### config.mk
export PLATFORM = sky130hd
export DESIGN_NAME = tile_scanner
export DESIGN_NICKNAME = d
export VERILOG_FILES = /design/src/rtl/tile_pkg.sv /design/src/rtl/tilemap_ram.sv /design/src/rtl/tile_scanner.sv
export SDC_FILE = /design/constraint.sdc
export NUM_CORES = 2
export LEC_CHECK = 0
export CORE_AREA = 2 2 392 394
export CTS_CLUSTER_SIZE = 25
export DETAILED_ROUTE_END_ITERATION = 7
export DIE_AREA = 0 0 394 396
export PLACE_DENSITY = 0.74
export SLEW_MARGIN = 30
export SYNTH_ARGS = -nofsm -noshare
export SYNTH_HDL_FRONTEND = slang
export SYNTH_SLANG_ARGS = --single-unit
export TNS_END_PERCENT = 10
### constraint.sdc
create_clock -name Clk -period 7.1 [get_ports Clk]
set_clock_uncertainty 0.15 [all_clocks]
set_input_delay 2.13 -clock Clk [delete_from_list [all_inputs] [get_ports Clk]]
set_output_delay 2.13 -clock Clk [all_outputs]
set_load 0.02 [all_outputs]
### src/rtl/tile_pkg.sv
// Geometry constants and glyph codes for the tile scanner.
// Define TILE_MIRROR_EN to store a per-tile horizontal mirror bit.
package tile_pkg;

    localparam int TILE_W     = 24;
    localparam int TILE_H     = 22;
    localparam int GRID_COLS  = 26;
    localparam int GRID_ROWS  = 21;
    localparam int NUM_GLYPHS = 13;
    localparam int MAP_DEPTH  = GRID_COLS * GRID_ROWS;

`ifdef TILE_MIRROR_EN
    localparam int MAP_W = 5;
`else
    localparam int MAP_W = 4;
`endif

    localparam logic [4:0] SUBX_LAST = 5'(TILE_W - 1);
    localparam logic [4:0] SUBY_LAST = 5'(TILE_H - 1);
    localparam logic [4:0] COL_END   = 5'(GRID_COLS);
    localparam logic [4:0] ROW_END   = 5'(GRID_ROWS);
    localparam logic [9:0] LINE_STEP = 10'(GRID_COLS);
    localparam logic [3:0] GLYPH_END = 4'(NUM_GLYPHS);

    typedef enum logic [3:0] {
        BLANK     = 4'd0,
        FROG_UP   = 4'd1,
        FROG_DOWN = 4'd2,
        FROG_R    = 4'd3,
        FROG_L    = 4'd4,
        S         = 4'd5,
        C         = 4'd6,
        O         = 4'd7,
        R         = 4'd8,
        E         = 4'd9,
        COLON     = 4'd10,
        ZERO      = 4'd11,
        SOLID     = 4'd12
    } glyph_t;

    // code * 22 + suby as 16 + 4 + 2 shifts
    function automatic logic [10:0] glyph_row_addr(
        input logic [3:0] code,
        input logic [4:0] suby
    );
        return {3'd0, code, 4'd0} + {5'd0, code, 2'd0}
             + {6'd0, code, 1'b0} + {6'd0, suby};
    endfunction

endpackage

### src/rtl/tilemap_ram.sv
// 546-entry tilemap: one write port, one registered read port.
// Read-first on a same-address collision; contents are not reset.
module tilemap_ram
    import tile_pkg::*;
(
    input  logic             clk,
    input  logic             wr_en,
    input  logic [9:0]       wr_addr,
    input  logic [MAP_W-1:0] wr_data,
    input  logic [9:0]       rd_addr,
    output logic [MAP_W-1:0] rd_data
);

    logic [MAP_W-1:0] mem_q [0:MAP_DEPTH-1];
    logic [MAP_W-1:0] rd_data_q;
    logic [MAP_W-1:0] rd_data_d;

    always_comb begin
        rd_data_d = mem_q[rd_addr];
    end

    always_ff @(posedge clk) begin
        if (wr_en) begin
            mem_q[wr_addr] <= wr_data;
        end
        rd_data_q <= rd_data_d;
    end

    assign rd_data = rd_data_q;

endmodule

### src/rtl/tile_scanner.sv
// Three-stage tile scanner: counters -> tilemap read -> glyph bit select.
// TILE_MIRROR_EN adds a stored per-tile horizontal mirror bit.
module tile_scanner
    import tile_pkg::*;
(
    input  logic        Clk,
    input  logic        Reset_n,
    input  logic [9:0]  DrawX,
    input  logic [9:0]  DrawY,
    input  logic        pix_valid_in,
    input  logic        wr_en,
    input  logic [4:0]  wr_col,
    input  logic [4:0]  wr_row,
    input  logic [3:0]  wr_code,
    input  logic        wr_mirror,
    output logic [10:0] font_addr,
    input  logic [23:0] font_data,
    output logic        pixel_on,
    output logic [3:0]  pixel_code,
    output logic        pix_valid_out
);

    // stage 1: the counters double as the stage-1 position registers
    logic [4:0] col_q, col_d, subx_q, subx_d;
    logic [4:0] row_q, row_d, suby_q, suby_d;
    logic [9:0] lb_q, lb_d;
    logic       s1_valid_q;
    logic       s1_in_q, s1_in_d;
    logic [9:0] s1_addr_q, s1_addr_d;

    logic       s2_valid_q, s2_in_q;
    logic [4:0] s2_subx_q, s2_suby_q;

    logic       on_q, on_d;
    logic [3:0] code_q, code_d;
    logic       vout_q, vout_d;

    logic [MAP_W-1:0] wr_data;
    logic [MAP_W-1:0] rd_data;
    logic [9:0]       wr_addr;
    logic             wr_ok;
    logic [3:0]       code_eff;
    logic             mir;
    logic             legal;
    logic [4:0]       bit_idx;

`ifdef TILE_MIRROR_EN
    assign wr_data = {wr_mirror, wr_code};
`else
    logic unused_mirror;
    assign unused_mirror = wr_mirror;
    assign wr_data       = wr_code;
`endif

    assign wr_ok   = wr_en && (wr_col < COL_END) && (wr_row < ROW_END);
    assign wr_addr = {1'b0, wr_row, 4'd0} + {2'd0, wr_row, 3'd0}
                   + {4'd0, wr_row, 1'b0} + {5'd0, wr_col};

    always_comb begin
        col_d  = col_q;
        subx_d = subx_q;
        row_d  = row_q;
        suby_d = suby_q;
        lb_d   = lb_q;
        if (pix_valid_in) begin
            if (DrawX == 10'd0) begin
                col_d  = 5'd0;
                subx_d = 5'd0;
                if (DrawY == 10'd0) begin
                    row_d  = 5'd0;
                    suby_d = 5'd0;
                    lb_d   = 10'd0;
                end else if (suby_q == SUBY_LAST) begin
                    suby_d = 5'd0;
                    if (row_q != ROW_END) begin
                        row_d = row_q + 5'd1;
                        lb_d  = lb_q + LINE_STEP;
                    end
                end else begin
                    suby_d = suby_q + 5'd1;
                end
            end else if (subx_q == SUBX_LAST) begin
                subx_d = 5'd0;
                if (col_q != COL_END) begin
                    col_d = col_q + 5'd1;
                end
            end else begin
                subx_d = subx_q + 5'd1;
            end
        end
        s1_in_d   = (col_d < COL_END) && (row_d < ROW_END);
        s1_addr_d = s1_in_d ? (lb_d + {5'd0, col_d}) : 10'd0;
    end

    tilemap_ram u_map (
        .clk     (Clk),
        .wr_en   (wr_ok),
        .wr_addr (wr_addr),
        .wr_data (wr_data),
        .rd_addr (s1_addr_q),
        .rd_data (rd_data)
    );

    // gating keeps font_addr at 0 out of reset even though the RAM is not reset
    always_comb begin
        code_eff = (s2_valid_q && s2_in_q) ? rd_data[3:0] : 4'd0;
`ifdef TILE_MIRROR_EN
        mir = rd_data[4];
`else
        mir = 1'b0;
`endif
        legal     = code_eff < GLYPH_END;
        font_addr = legal ? glyph_row_addr(code_eff, s2_suby_q) : 11'd0;
        bit_idx   = mir ? s2_subx_q : (SUBX_LAST - s2_subx_q);
        on_d      = s2_valid_q && s2_in_q && legal && font_data[bit_idx];
        code_d    = code_eff;
        vout_d    = s2_valid_q;
    end

    always_ff @(posedge Clk or negedge Reset_n) begin
        if (!Reset_n) begin
            col_q      <= '0;
            subx_q     <= '0;
            row_q      <= '0;
            suby_q     <= '0;
            lb_q       <= '0;
            s1_valid_q <= 1'b0;
            s1_in_q    <= 1'b0;
            s1_addr_q  <= '0;
            s2_valid_q <= 1'b0;
            s2_in_q    <= 1'b0;
            s2_subx_q  <= '0;
            s2_suby_q  <= '0;
            on_q       <= 1'b0;
            code_q     <= '0;
            vout_q     <= 1'b0;
        end else begin
            col_q      <= col_d;
            subx_q     <= subx_d;
            row_q      <= row_d;
            suby_q     <= suby_d;
            lb_q       <= lb_d;
            s1_valid_q <= pix_valid_in;
            s1_in_q    <= s1_in_d;
            s1_addr_q  <= s1_addr_d;
            s2_valid_q <= s1_valid_q;
            s2_in_q    <= s1_in_q;
            s2_subx_q  <= subx_q;
            s2_suby_q  <= suby_q;
            on_q       <= on_d;
            code_q     <= code_d;
            vout_q     <= vout_d;
        end
    end

    assign pixel_on      = on_q;
    assign pixel_code    = code_q;
    assign pix_valid_out = vout_q;

endmodule

==> metrics.md <==
| Metric | Value |
|---|---|
| Layout cells sized above 1 | about a fifth |
| Postcts setup bufs | 0 |
| Class of the most critical setup path | register to output pin |
| Drc violations | 0 |
| Total GRT Usage | 28.58% |
| Data arrival, critical path | around 4.1 ns |
| Status | finished, final reports clean |
| Worst R2R Setup Slack | 2.49 ns |
| Initial antenna violation count | 6 |
| Asr flop ratio synth | 2.669% |
| Reg2reg path depth | 8 |
| CTS tree | yes |
| Worst-case clock buffer depth | 3 |
| Total CTS buffers | approximately 210 |
| Cell Area, Synth | 90560 um^2 |
| Core Area | 151500 um^2 |
| Post-Syn Instances | 4789 |
| Root Driver | clkbuf_16 |
| Initial Util | between 50% and 60% |
| Number of setup violations in the final report | 0 |
| Endpoints failing hold | 0 |
| CP max FO | 4 |
| PortBufs | 76 |
| Via count | 47610 |
| Count of state elements after synthesis | 2248 |
| Die area | 156000 um^2 |
| Leak pwr | 0.03125 uW |
| Ys flop type | edfxtp_1 |
| 1st-pass router iterations | 8 |
| Worst-path clk slew | 0.06 ns |
| Worst reg2reg startpoint | s1_addr_q[2]$_DFF_PN0_ |
| Hpwl dp | 130100 um |
| Final period util | 90.22% |
| Fmax | between 0.15 and 0.2 GHz |
| WP data required | roughly 4.8 ns |
| EDFF count, synth | 2184 |
| Fin. max-slew vios | 0 |
| Avg Cell Area, Syn | about 19 um^2 |
| PwrDens | 338.8 nW/um^2 |
| R2R Path End | u_map.rd_data[1]$_DFF_P_ |
| Synth top cells by count | edfxtp_1, nor2_1, mux4_2 |
| Pin count of the biggest net entering global routing | 221 |
| Placer Congestion | 0.9479 |
| Num rows | 143 |
| Yosys top cell area share | 72.42% |
| Seq/Total Area, Yosys | 74.17% |
| Count leader, synth | edfxtp_1 |
| Detailed-route wire length | 222300 um |
| Die width | 394 um |
| Filler cell count | between 9000 and 10000 |
| Synthesis Warnings | 0 |
| CTS resizes | 0 |
| Setup TNS | 0 ns |
| VDD IR-drop max | 343.4 uV |
| Post-synth top area cell | edfxtp_1 |
| Hold Path Origin | s1_valid_q$_DFF_PN0_ |
| Vias per Instance | ~6.7 |
| Clock latency at the later pin of the worst-skew pair | between 0.8 and 0.9 ns |
| Min cycle time layout | between 6 and 7 ns |
| Nets | 5021 |
| Area grow syn2layout | 10.67% |
| Total gr overflow | 0 |
| Pwr Total | between 30000 and 40000 uW |
| H-tree Lvls | 4 |
| DRT antenna net count | 0 |
| Hold Crit Class | register to register |
| Vias in the first global route | between 40000 and 50000 |
| Fin util | 66.13% |
| Initial DRC count | 6189 |
| Yosys cell types | a little over 70 |
| Worst hold endpoint | s2_valid_q$_DFF_PN0_ |
| Clock tree sinks | roughly 2200 |
| CP Capture Type | output pin |
| RSZ-0062 raised after global routing | no |
| CTS Hold Buffers Added | 0 |
| Die Y-Extent | 396 um |
| First-pass GRT wire length | around 320000 um |
| Max Cap Viol | 0 |
| Ranking of synthesized cells by area | edfxtp_1, mux4_2, mux2i_1 |
| Slew margin rel. | approximately a quarter |
| Hold depth | 0 |
| Top Ports | 80 |
| Worst-Margin Slew | 1.108 ns |
| Avg WL per Cell | 31.26 um |
| Worst setup SP type | register |
how the worst max path moves through the flow:
stage	from	endpoint	slack, ns
after global placement	wr_row[0]	u_map.mem_q[516][3]$_DFFE_PP_	0.30
after floorplan	wr_col[4]	u_map.mem_q[300][0]$_DFFE_PP_	1.23
final	u_map.rd_data[2]$_DFF_P_	font_addr[7]	0.69
after CTS	s2_valid_q$_DFF_PN0_	font_addr[7]	0.66
after global routing	s2_valid_q$_DFF_PN0_	font_addr[7]	0.55
after detailed placement	wr_row[0]	u_map.mem_q[516][3]$_DFFE_PP_	0.27
kinds of logic after synthesis:
| logic type | share of synthesized area, % |
|---|---|
| other | 0.004141 |
| adder cells (fa/ha/maj) | 0.8235 |
| multiplexers | 15.05 |
| flip-flops | 74.17 |
| AND/OR/NAND/NOR | 4.387 |
| XOR/XNOR | 0.2031 |
| buffers and inverters | 2.204 |
| AO/OA/AOI/OAI | 3.160 |
metrics by stage:
stage               setup slack, ns  area [um^2]  cells  hold WS (ns)
floorplan                     1.226        90560   4790        0.1812
global placement             0.3022        93510   6717        0.1866
detailed placement           0.2651        93530   6717        0.1965
CTS                          0.6587       100200   7108        0.2017
global route                 0.5505       100200   7111        0.2132
finish                       0.6947       100200   7112        0.2002
cells in the final DEF, fill, tap and decap left out, drive strengths merged, types with 80 or more instances in the layout:
| master | count |
|---|---|
| mux2i | 251 |
| clkinv | 86 |
| a21oi | 80 |
| buf | 134 |
| nand2 | 141 |
| edfxtp | 2184 |
| clkbuf | 276 |
| o221ai | 98 |
| mux4 | 483 |
| nor2 | 620 |
state kept, by name, indices dropped and copies added, names as in the netlist:
name           cells
u_map.mem_q     2184
lb_q              10
s1_addr_q         10
col_q              5
row_q              5
s2_subx_q          5
s2_suby_q          5
subx_q             5
suby_q             5
pixel_code         4
u_map.rd_data      4
pix_valid_out      1
pixel_on           1
s1_in_q            1
s1_valid_q         1
s2_in_q            1
s2_valid_q         1
metal layers:
layer / share of wire (%) / wire, um / global-route usage (%) / up-vias
met5: 0.0058 / 13 / 0 / -
met2: 48 / 106400 / 45.25 / 2919
met1: 37 / 81440 / 38.86 / 24580
li1: - / - / - / 19590
met3: 11 / 24510 / 6.625 / 522
met4: 4.5 / 9952 / 11.82 / 2
critical path: stages, from the launching register on:
cell and delay (ns):
dfxtp_1 0.45, nand3_1 0.16, inv_1 0.17, fa_1 0.43, ha_1 0.28, ha_1 0.17, inv_1 0.06, fa_1 0.45
inv_1 0.07, a21o_1 0.11, a21oi_1 0.07, xor2_1 0.14, nor2_1 0.11, clkdlybuf4s50_1 0.62
where the power goes:
part	internal, uW	switching (uW)
Combinational	3640	4520
Clock	6110	4780
Sequential	14700	249
Total	24400	9550
layout make-up:
| type | count | area, um^2 | share of cell area, % |
|---|---|---|---|
| Antenna cell | 1 | 2.502 | 0.002497 |
| Clock buffer | 276 | 5694 | 5.681 |
| Clock inverter | 115 | 935.9 | 0.9338 |
| Inverter | 48 | 185.2 | 0.1848 |
| Multi-Input combinational cell | 2189 | 21530 | 21.48 |
| Sequential cell | 2248 | 67180 | 67.03 |
| Tap cell | 2030 | 2540 | 2.534 |
| Timing Repair Buffer | 205 | 2157 | 2.152 |
Note: power is estimated with default switching activity, not from simulation.
